File: config.mk
export PLATFORM = sky130hd
export DESIGN_NAME = sd_mod
export DESIGN_NICKNAME = d
export VERILOG_FILES = /design/src/rtl/sd_mod_pkg.sv /design/src/rtl/sd_mod_loop.sv /design/src/rtl/sd_mod.sv
export SDC_FILE = /design/constraint.sdc
export NUM_CORES = 1
export LEC_CHECK = 0
export BUFFER_PORTS_ARGS = -buffer_cell sky130_fd_sc_hd__buf_2
export CORE_MARGIN = 2
export CORE_UTILIZATION = 45
export CTS_CLUSTER_DIAMETER = 200
export DETAILED_ROUTE_END_ITERATION = 8
export SYNTH_ARGS = -nofsm -noshare
export SYNTH_HDL_FRONTEND = slang
export SYNTH_SLANG_ARGS = --single-unit
File: constraint.sdc
create_clock -name clk -period 8.85 [get_ports clk]
set_clock_uncertainty 0.15 [all_clocks]
set_input_delay 2.2125 -clock clk [delete_from_list [all_inputs] [get_ports clk]]
set_output_delay 2.2125 -clock clk [all_outputs]
set_load 0.02 [all_outputs]
File: src/rtl/sd_mod_pkg.sv
`timescale 1ns/1ps
`default_nettype none
// +------------------------------------------------------------------------+
// | sd_mod_pkg : shared constants and saturating arithmetic for sd_mod      |
// | Rev 1.0                                                                |
// +------------------------------------------------------------------------+
package sd_mod_pkg;

   localparam int DW_DEFAULT  = 12;
   localparam int I1W_DEFAULT = 16;
   localparam int I2W_DEFAULT = 18;

   localparam int FS = 2 ** (DW_DEFAULT - 1);

   localparam logic [1:0] PH_I  = 2'd0;
   localparam logic [1:0] PH_NQ = 2'd1;
   localparam logic [1:0] PH_NI = 2'd2;
   localparam logic [1:0] PH_Q  = 2'd3;

   // Fibonacci taps for x^16+x^14+x^13+x^11+1 with a right-shifting register
   localparam logic [15:0] LFSR_TAPS = 16'h002D;
   localparam logic [15:0] LFSR_SEED = 16'hACE1;

   // Operands are far below 2^31, so the 32-bit sum itself never wraps.
   function automatic logic signed [31:0] sat_add(
      input logic signed [31:0] a,
      input logic signed [31:0] b,
      input int                 width
   );
      logic signed [31:0] s;
      logic signed [31:0] hi;
      logic signed [31:0] lo;
      s  = a + b;
      hi = (32'sd1 <<< (width - 1)) - 32'sd1;
      lo = -(32'sd1 <<< (width - 1));
      if (s > hi)
         sat_add = hi;
      else if (s < lo)
         sat_add = lo;
      else
         sat_add = s;
   endfunction

endpackage
`default_nettype wire

File: src/rtl/sd_mod_loop.sv
`timescale 1ns/1ps
`default_nettype none
// +------------------------------------------------------------------------+
// | sd_mod_loop : second-order saturating integrator pair and 1-bit quantizer|
// | Optional dither via SDMOD_DITHER_EN. Rev 1.0                           |
// +------------------------------------------------------------------------+
module sd_mod_loop
   import sd_mod_pkg::*;
#(
   parameter int DW  = DW_DEFAULT,
   parameter int I1W = I1W_DEFAULT,
   parameter int I2W = I2W_DEFAULT
)(
   input  logic                 clk,
   input  logic                 rst,
   input  logic                 en,
   input  logic signed [DW-1:0] x,
   output logic                 q
);

   localparam logic signed [31:0] FULL = 32'sd1 <<< (DW - 1);

   logic signed [I1W-1:0] i1;
   logic signed [I2W-1:0] i2;
   logic                  fb_en;
   logic signed [31:0]    v;
   logic signed [31:0]    i1n;
   logic signed [31:0]    i2n;
   logic signed [31:0]    dec;

`ifdef SDMOD_DITHER_EN
   logic [15:0] lfsr;

   always_ff @(posedge clk or posedge rst) begin
      if (rst)
         lfsr <= LFSR_SEED;
      else if (en)
         lfsr <= {^(lfsr & LFSR_TAPS), lfsr[15:1]};
   end
`endif

   always_comb begin
      v = 32'sd0;
      if (fb_en)
         v = q ? FULL : -FULL;
      i1n = sat_add(32'(i1), 32'(x) - v, I1W);
      i2n = sat_add(32'(i2), i1n - v, I2W);
`ifdef SDMOD_DITHER_EN
      dec = i2n + (lfsr[0] ? 32'sd1 : -32'sd1);
`else
      dec = i2n;
`endif
   end

   always_ff @(posedge clk or posedge rst) begin
      if (rst) begin
         i1    <= '0;
         i2    <= '0;
         q     <= 1'b0;
         fb_en <= 1'b0;
      end else if (en) begin
         i1    <= i1n[I1W-1:0];
         i2    <= i2n[I2W-1:0];
         q     <= ~dec[31];
         fb_en <= 1'b1;
      end
   end

endmodule
`default_nettype wire

File: src/rtl/sd_mod.sv
`timescale 1ns/1ps
`default_nettype none
// +------------------------------------------------------------------------+
// | sd_mod : fs/4 upconverter + second-order 1-bit sigma-delta modulator   |
// | Optional LFSR dither via SDMOD_DITHER_EN. Rev 1.0                      |
// +------------------------------------------------------------------------+
module sd_mod
   import sd_mod_pkg::*;
#(
   parameter int DW  = DW_DEFAULT,
   parameter int I1W = I1W_DEFAULT,
   parameter int I2W = I2W_DEFAULT
)(
   input  logic                 clk,
   input  logic                 rst,
   input  logic signed [DW-1:0] di_re,
   input  logic signed [DW-1:0] di_im,
   input  logic                 di_vld,
   output logic                 do_bit,   // modulator bit ("do" is a reserved word)
   output logic                 do_vld
);

   localparam logic signed [DW-1:0] MAX_POS = {1'b0, {(DW-1){1'b1}}};
   localparam logic signed [DW-1:0] MIN_NEG = {1'b1, {(DW-1){1'b0}}};

   logic [1:0]           ph;
   logic signed [DW-1:0] x;

   function automatic logic signed [DW-1:0] neg_sat(input logic signed [DW-1:0] a);
      return (a == MIN_NEG) ? MAX_POS : -a;
   endfunction

   // Phase restarts at 0 on any idle cycle so every burst begins on the I branch.
   always_ff @(posedge clk or posedge rst) begin
      if (rst)
         ph <= 2'd0;
      else if (di_vld)
         ph <= ph + 2'd1;
      else
         ph <= 2'd0;
   end

   always_ff @(posedge clk or posedge rst) begin
      if (rst)
         do_vld <= 1'b0;
      else
         do_vld <= di_vld;
   end

   always_comb begin
      x = di_re;
      case (ph)
         PH_I:    x = di_re;
         PH_NQ:   x = neg_sat(di_im);
         PH_NI:   x = neg_sat(di_re);
         PH_Q:    x = di_im;
         default: x = di_re;
      endcase
   end

   sd_mod_loop #(
      .DW  (DW),
      .I1W (I1W),
      .I2W (I2W)
   ) u_loop (
      .clk (clk),
      .rst (rst),
      .en  (di_vld),
      .x   (x),
      .q   (do_bit)
   );

endmodule
`default_nettype wire

==> impl_metrics.yaml, run 1 <==
status:
  status: "finished, violations left"
  violations: "setup timing"
setup_path:
  rr_worst_depth: 34
  r2r-start: "ph[0]$_DFF_PP0_"
  worstPathArrival_ns: 10.26
  worst-path-max-fanout: 8
  crit_slowest_cell: "fa_1"
  start_kind: "input port"
  cp-end-kind: "register"
  cp_data_required_time_ns: 8.87
  ff2ff_setup_slack_ns: 0.43
  critical-path-max-stage-delay_ns: 0.54
  worst-setup-path-type: "input port to register"
  r2r-end: "u_loop.i2[8]$_DFFE_PP0P_"
final_layout:
  nNetsFinal: 1171
  fillers: 1016
  area_delta_synth_final_pct: 54.4
  multi_input_area_um2: 5430
  num_antenna_cells: 0
  fin_area_um2: 9420
  regArea_um2: 976
  final_layout_size_suffix_gt1_frac: 0.401
timing:
  max_freq_mhz: 97.7
  finalWorstSetupSlack_ns: -1.39
  worstMarginPinSlew_ns: 0.866
  period_share: 1.16
  relSlewSlack: 0.422
  hold_ws_ns: 0.371
  setup_viol: 19
  fin_setup_tns_ns: -25.88
  hold_viol: 0
  rsz0062_at_grt: "true"
  period_needed_ns: 10.24
  slew_violations: 0
synth:
  ys_ff_latch: 39
  netlist_area_um2: 6100
  syn_nets: 929
  avgSynthCellArea_um2: 7.61
  synth_cell_types: 65
  synth_enable_flop_cells: 0
  ys_seq_area_frac: 0.160
  async_flop_share: 1.00
  synthesis.instances: 801
  ys_warn_count: 0
  ys.flop_type: "dfrtp_1"
clocking:
  h-tree-depth: 2
  cts_tree: "built"
  clk_pin_slew_ns: 0.06
  cts_inserted_buffers: 5
  insertion_delay_ns: 0.28
  cts-root-buf: "clkbuf_16"
  cts_sinks: 39
  clockBufferDepth: 2
  hold_buffers: 0
placed_design:
  place.gp.congestion: 0.919
  place_area_um2: 8120
  hpwl_mm: 15.2
  port_buffers: 28
  pre_cts_ws_ns: -2.10
floorplanning:
  chipHeight_um: 120
  die_area_um2: 14500
  core-area_um2: 13200
  start_util: 0.461
  die_w_um: 120
  rows: 42
  top_level_ports: 29
hold_path:
  hp-class: "register to register"
  hold_depth: 1
  worstHoldStart: "u_loop.i2[2]$_DFFE_PP0P_"
  hold_end: "u_loop.i2[2]$_DFFE_PP0P_"
detailed_routing:
  drt-vias-per-instance: 5.47
  antenna_left: 0
  firstDrtPassIters: 4
  wire_per_inst_um: 16.4
  drtIter0Drc: 330
  vias: 6671
  wl_mm: 20.1
  drc_errors: 0
grt:
  grt_max_degree: 37
  grt_pass1_vias: 6868
  gr-total-overflow: 0
  grt_pass1_wl_mm: 31.7
  antenna_found_initial: 0
  grt_usage: 0.267
flow_run:
  cap_violations: 0
## cell type report
class                   instances  area share
inverters                     137      0.0596
clock inverters                 2     0.00412
flip-flops and latches         39       0.104
repair buffers                259       0.218
clock buffers                   6      0.0147
well taps                     176      0.0234
multi-input cells             601       0.576
## layer usage
layer  vias up  wire (µm)  track usage
li1       3276          -            -
met1      3216       8270        0.307
met2       137      10700        0.518
met3        42        479       0.0184
met4         0        629       0.0865
met5         -          0            0
## worst max path at each step
stage | from | end | slack, ns | depth (start not counted)
after floorplan | di_re[0] | u_loop.i2[4]$_DFFE_PP0P_ | -1.41 | 39
after global placement | di_re[0] | u_loop.i2[2]$_DFFE_PP0P_ | -1.89 | 37
after detailed placement | di_re[0] | u_loop.i2[17]$_DFFE_PP0P_ | -2.10 | 40
after CTS | di_re[0] | u_loop.i2[14]$_DFFE_PP0P_ | -1.33 | 40
after global routing | di_im[0] | u_loop.i2[7]$_DFFE_PP0P_ | -1.67 | 41
final | di_re[0] | u_loop.i2[8]$_DFFE_PP0P_ | -1.39 | 39
## cells in the final DEF, fill, tap and decap left out, types with 23 or more instances in the layout
master   netlist  final
buf_4          0    213
inv_1        137    118
a21oi_1       77     54
nor2_1        58     49
nand2_1       58     48
ha_1          76     46
dfrtp_1       39     39
o21ai_0       48     33
xnor2_1       29     29
ha_4           0     28
fa_1          25     25
buf_2          3     23
## synth_stat cells (9+ instances only)
cell type	n	share of area
fa_1	25	0.082
o21ai_0	48	0.039
or3_1	11	0.011
nand2_1	58	0.036
o21a_1	9	0.011
nand2b_1	12	0.012
xor2_1	17	0.024
clkbuf_1	17	0.010
nor3_1	18	0.015
a21oi_1	77	0.063
a21o_1	14	0.017
inv_1	137	0.084
nor2_1	58	0.036
xnor2_1	29	0.042
ha_1	76	0.16
a221o_1	17	0.028
nand4_1	11	0.011
dfrtp_1	39	0.16
nand3_1	12	0.0098
a31oi_1	11	0.011
## sequential cells by signal, summed over array words and instances, names as in the netlist
| register | count |
|---|---|
| u_loop.i2 | 18 |
| u_loop.fb_en | 1 |
| ph | 2 |
| u_loop.q | 1 |
| do_vld | 1 |
| u_loop.i1 | 16 |
## critical path: cells and delay by family
family,cells,cell delay [ns]
AOI/OAI and AO/OA,6,1.15
xor gates and xnor gates,1,0.16
adders and majority gates,6,2.19
buffers and inverters,8,1.00
muxes,1,0.27
and+or+nand+nor,17,3.25
## kinds of logic after synthesis
family | Yosys count | synth area share
flip-flops | 39 | 0.160
multiplexers | 7 | 0.0123
buffers and inverters | 161 | 0.102
XOR/XNOR | 46 | 0.0661
AO/OA/AOI/OAI | 236 | 0.252
AND/OR/NAND/NOR | 211 | 0.169
adder cells (fa/ha/maj) | 101 | 0.238
## per-stage QoR
stage	utilization	std cells
after floorplan	-	801
after global placement	0.613	1176
after detailed placement	0.613	1176
after CTS	0.679	1207
after global routing	0.711	1220
final	0.711	1220
## timing repair
item,CTS,global route
setup endpoints to repair,19,19
resized for setup,103,78
hold endpoints to repair,0,0
pin swaps,72,38
cloned,1,0
setup buffers,22,16
Power of run 1 is not shown: default switching activity piles up to over one toggle a cycle in this logic, so the estimate is an artifact.
==> run 2: changes to the inputs <==
- CORE_MARGIN: 2 -> not set
==> impl_metrics.yaml, run 2 (synthesized netlist as in run 1, its figures left out) <==
detailed_routing:
  wire_per_inst_um: 15.6
  drc_errors: 0
  vias: 6608
  drt-vias-per-instance: 5.45
  drtIter0Drc: 313
  wl_mm: 18.9
  antenna_left: 0
  firstDrtPassIters: 5
setup_path:
  cp-end-kind: "register"
  ff2ff_setup_slack_ns: 0.49
  crit_path_start: "di_re[0]"
  worstPathArrival_ns: 10.27
  worst-setup-path-type: "input port to register"
  start_kind: "input port"
  rr_worst_depth: 34
  r2r-start: "ph[0]$_DFF_PP0_"
  cp_data_required_time_ns: 8.86
  worst-path-max-fanout: 8
  critical-path-max-stage-delay_ns: 0.62
  crit_slowest_cell: "fa_2"
final_layout:
  final_layout_size_suffix_gt1_frac: 0.386
  area_delta_synth_final_pct: 51.3
  largest_registers: "u_loop.i2 (18), u_loop.i1 (16), ph (2)"
  top_register: "u_loop.i2"
  layout_commonest_cell: "buf_4"
  fin_area_um2: 9230
  num_antenna_cells: 0
  mostFrequentLayoutCells: "buf_4, inv_1, a21oi_1"
  nNetsFinal: 1163
  largest_register_ffs: 18
grt:
  gr-total-overflow: 0
  grt_pass1_vias: 6575
  grt_max_degree: 37
  antenna_found_initial: 0
  grt_pass1_wl_mm: 30.3
  grt_usage: 0.262
timing:
  max_freq_mhz: 97.4
  finalWorstSetupSlack_ns: -1.42
  rsz0062_at_grt: "true"
  setup_viol: 19
  hold_viol: 0
  relSlewSlack: 0.430
  slew_violations: 0
  period_needed_ns: 10.27
  period_share: 1.16
  worstMarginPinSlew_ns: 0.853
floorplanning:
  top_level_ports: 29
  die_w_um: 118
  rows: 42
  core-area_um2: 13200
  chipHeight_um: 118
  die_area_um2: 14000
  start_util: 0.461
placed_design:
  port_buffers: 28
  place.gp.congestion: 0.941
  hpwl_mm: 14.3
  place_area_um2: 8120
clocking:
  clockBufferDepth: 2
  cts-root-buf: "clkbuf_16"
  insertion_delay_ns: 0.28
  h-tree-depth: 2
  cts_tree: "built"
  cts_inserted_buffers: 5
  clk_pin_slew_ns: 0.06
  hold_buffers: 0
  cts_sinks: 39
flow_run:
  cap_violations: 0
status:
  status: "finished, violations left"
  violations: "setup timing"
hold_path:
  worstHoldStart: "u_loop.i2[0]$_DFFE_PP0P_"
  hold_depth: 1
  hp-class: "register to register"
## run 2: changes by cell type in the layout (fill, tap and decap cells not counted), sizes merged
| cell | previous run | this run |
|---|---|---|
| buf | 258 | 249 |
| clkbuf | 7 | 6 |
| clkinv | 1 | 3 |
## run 2: final timing paths
kind / end
max reg2reg: u_loop.i2[6]$_DFFE_PP0P_
min in group asynchronous: u_loop.i2[2]$_DFFE_PP0P_
min: u_loop.i2[0]$_DFFE_PP0P_
max in group asynchronous: u_loop.i1[14]$_DFFE_PP0P_
min reg2reg: u_loop.i2[0]$_DFFE_PP0P_
max: u_loop.i2[6]$_DFFE_PP0P_
## run 2: metal layers
| layer | up-vias | global-route usage | part of all wire |
|---|---|---|---|
| met3 | 29 | 0.0116 | 0.020 |
| met1 | 3202 | 0.320 | 0.43 |
| met2 | 123 | 0.491 | 0.52 |
| met5 | - | 0 | 0 |
| li1 | 3254 | - | - |
| met4 | 0 | 0.0839 | 0.024 |
## run 2: layout make-up
cell class,count,area [µm²]
clock buffer,5,125
clock inverter,3,43.8
fill,1060,4010
inverter,137,557
multi-input combinational,601,5370
sequential,39,976
tap,176,220
timing repair buffer,250,1930
timing repair inverter,1,8.76
## run 2: timing repair
item | CTS | global route
pin swaps | 28 | 45
resized for setup | 51 | 94
cloned | 1 | 1
buffers inserted | 11 | 16
endpoints found under the setup margin | 19 | 19
## run 2: through the flow
stage,hold WS (ns),setup TNS [ns],setup WS (ns),instances,util
after CTS,0.356,-26.38,-1.43,1196,0.656
after detailed placement,0.338,-39.73,-2.17,1176,0.613
after floorplan,0.300,-25.81,-1.41,801,-
after global placement,0.332,-35.30,-1.96,1176,0.613
final,0.355,-26.12,-1.42,1212,0.697
after global routing,0.363,-32.12,-1.74,1212,0.697
## run 2: critical path: cells and delay by family
family / cells / cell delay (ns)
AND/OR/NAND/NOR: 15 / 3.04
buffers and inverters: 10 / 1.14
adder cells (fa/ha/maj): 6 / 2.21
AO/OA/AOI/OAI: 7 / 1.51
XOR/XNOR: 1 / 0.14
Power of run 2 is left out for the same reason.
==> run 3: changes to the inputs <==
- SKIP_LAST_GASP: not set -> 1
==> impl_metrics.yaml, run 3 (synthesized netlist as in run 1, its figures left out) <==
placed_design:
  place.gp.congestion: 0.941
  numPlacedInstances: 1176
  port_buffers: 28
  hpwl_mm: 14.3
  pre_cts_ws_ns: -2.17
setup_path:
  crit_end: "u_loop.i2[14]$_DFFE_PP0P_"
  crit_slowest_cell: "or4_1"
  crit_top_cell: "ha_4"
  cp-end-kind: "register"
  r2r-end: "u_loop.i2[14]$_DFFE_PP0P_"
  cp_top_family: "simple AND/OR/NAND/NOR gates"
  critical-path-max-stage-delay_ns: 0.51
  path_depth: 43
  start_kind: "input port"
  cp_data_required_time_ns: 8.85
  r2r-start: "ph[0]$_DFF_PP0_"
  path_buf_inv: 10
  crit_path_start: "di_re[0]"
  worst-setup-path-type: "input port to register"
  rr_worst_depth: 36
  ff2ff_setup_slack_ns: 0.37
  worstPathArrival_ns: 10.34
  worst-path-max-fanout: 8
detailed_routing:
  vias: 6553
  wire_per_inst_um: 15.5
  firstDrtPassIters: 4
  drtIter0Drc: 321
  antenna_left: 0
  drc_errors: 0
  wl_mm: 18.8
  drt-vias-per-instance: 5.39
timing:
  setup_viol: 19
  slew_violations: 0
  period_share: 1.17
  worstMarginPinSlew_ns: 0.857
  max_freq_mhz: 96.8
  rsz0062_at_grt: "true"
  finalWorstSetupSlack_ns: -1.49
  period_needed_ns: 10.34
  hold_viol: 0
  relSlewSlack: 0.428
  fin_setup_tns_ns: -26.96
hold_path:
  hp-class: "register to register"
floorplanning:
  start_util: 0.461
  rows: 42
  die_area_um2: 14000
  chipHeight_um: 118
  top_level_ports: 29
  core-area_um2: 13200
  die_w_um: 118
final_layout:
  largest_register_ffs: 18
  final_layout_size_suffix_gt1_frac: 0.382
  mostFrequentLayoutCells: "buf_4, inv_1, a21oi_1"
  largest_registers: "u_loop.i2 (18), u_loop.i1 (16), ph (2)"
  area_delta_synth_final_pct: 51.3
  num_antenna_cells: 0
  final_core_util: 0.697
  nNetsFinal: 1166
  fin_cells: 1215
  layout_commonest_cell: "buf_4"
  top_register: "u_loop.i2"
status:
  status: "finished, violations left"
  violations: "setup timing"
clocking:
  clk_pin_slew_ns: 0.06
  h-tree-depth: 2
  cts_sinks: 39
  cts-root-buf: "clkbuf_16"
  hold_buffers: 0
  cts_inserted_buffers: 5
  clockBufferDepth: 2
  insertion_delay_ns: 0.28
  cts_tree: "built"
grt:
  grt_max_degree: 37
  grt_pass1_vias: 6524
  grt_pass1_wl_mm: 30.1
  antenna_found_initial: 0
  grt_usage: 0.260
  gr-total-overflow: 0
flow_run:
  cap_violations: 0
-- run 3: cell types whose count changed in the layout (fill, tap and decap cells not counted), sizes merged --
cell / delta
inv: -1
buf: +4
-- run 3: routing by layer --
| metal | global-route usage | vias up | wire length, µm |
|---|---|---|---|
| met5 | 0 | - | 0 |
| met4 | 0.0712 | 0 | 371 |
| met3 | 0.0111 | 26 | 297 |
| met2 | 0.490 | 108 | 9880 |
| met1 | 0.320 | 3151 | 8290 |
| li1 | - | 3268 | - |
-- run 3: worst min-delay path by stage --
stage | slack (ns) | cells after the start | start | endpoint
6_report | 0.35 | 1 | u_loop.i2[0]$_DFFE_PP0P_ | u_loop.i2[0]$_DFFE_PP0P_
5_1_grt | 0.36 | 1 | u_loop.i2[0]$_DFFE_PP0P_ | u_loop.i2[0]$_DFFE_PP0P_
4_1_cts | 0.36 | 1 | u_loop.i2[0]$_DFFE_PP0P_ | u_loop.i2[0]$_DFFE_PP0P_
3_5_place_dp | 0.34 | 1 | u_loop.i2[0]$_DFFE_PP0P_ | u_loop.i2[0]$_DFFE_PP0P_
3_3_place_gp | 0.33 | 1 | u_loop.i2[0]$_DFFE_PP0P_ | u_loop.i2[0]$_DFFE_PP0P_
2_1_floorplan | 0.30 | 1 | ph[0]$_DFF_PP0_ | ph[0]$_DFF_PP0_
-- run 3: area by class of cell --
| type | count | area [µm²] |
|---|---|---|
| multi-input cells | 601 | 5350 |
| well taps | 176 | 220 |
| fillers | 1066 | 4010 |
| flip-flops and latches | 39 | 976 |
| clock buffers | 5 | 125 |
| clock inverters | 3 | 43.8 |
| repair buffers | 254 | 1960 |
| inverters | 137 | 557 |
-- run 3: timing repair --
item	in CTS	in global routing
pin swaps	25	57
setup endpoints to repair	19	19
gates resized for setup	38	103
buffers inserted	11	20
cloned	1	0
-- run 3: per-stage QoR --
step,area (µm²),hold WS [ns]
3_3_place_gp,8120,0.332
5_1_grt,9230,0.363
4_1_cts,8620,0.356
6_report,9230,0.355
3_5_place_dp,8120,0.338
2_1_floorplan,6420,0.300
-- run 3: worst reg2reg max path: cells and delay by family (launching register included) --
| family | cells | cell delay [ns] |
|---|---|---|
| AOI/OAI and AO/OA | 12 | 2.52 |
| and+or+nand+nor | 9 | 2.25 |
| adders and majority gates | 7 | 1.98 |
| buffers and inverters | 7 | 0.81 |
| DFF | 1 | 0.45 |
| xor gates and xnor gates | 1 | 0.19 |
Power of run 3 is left out for the same reason.
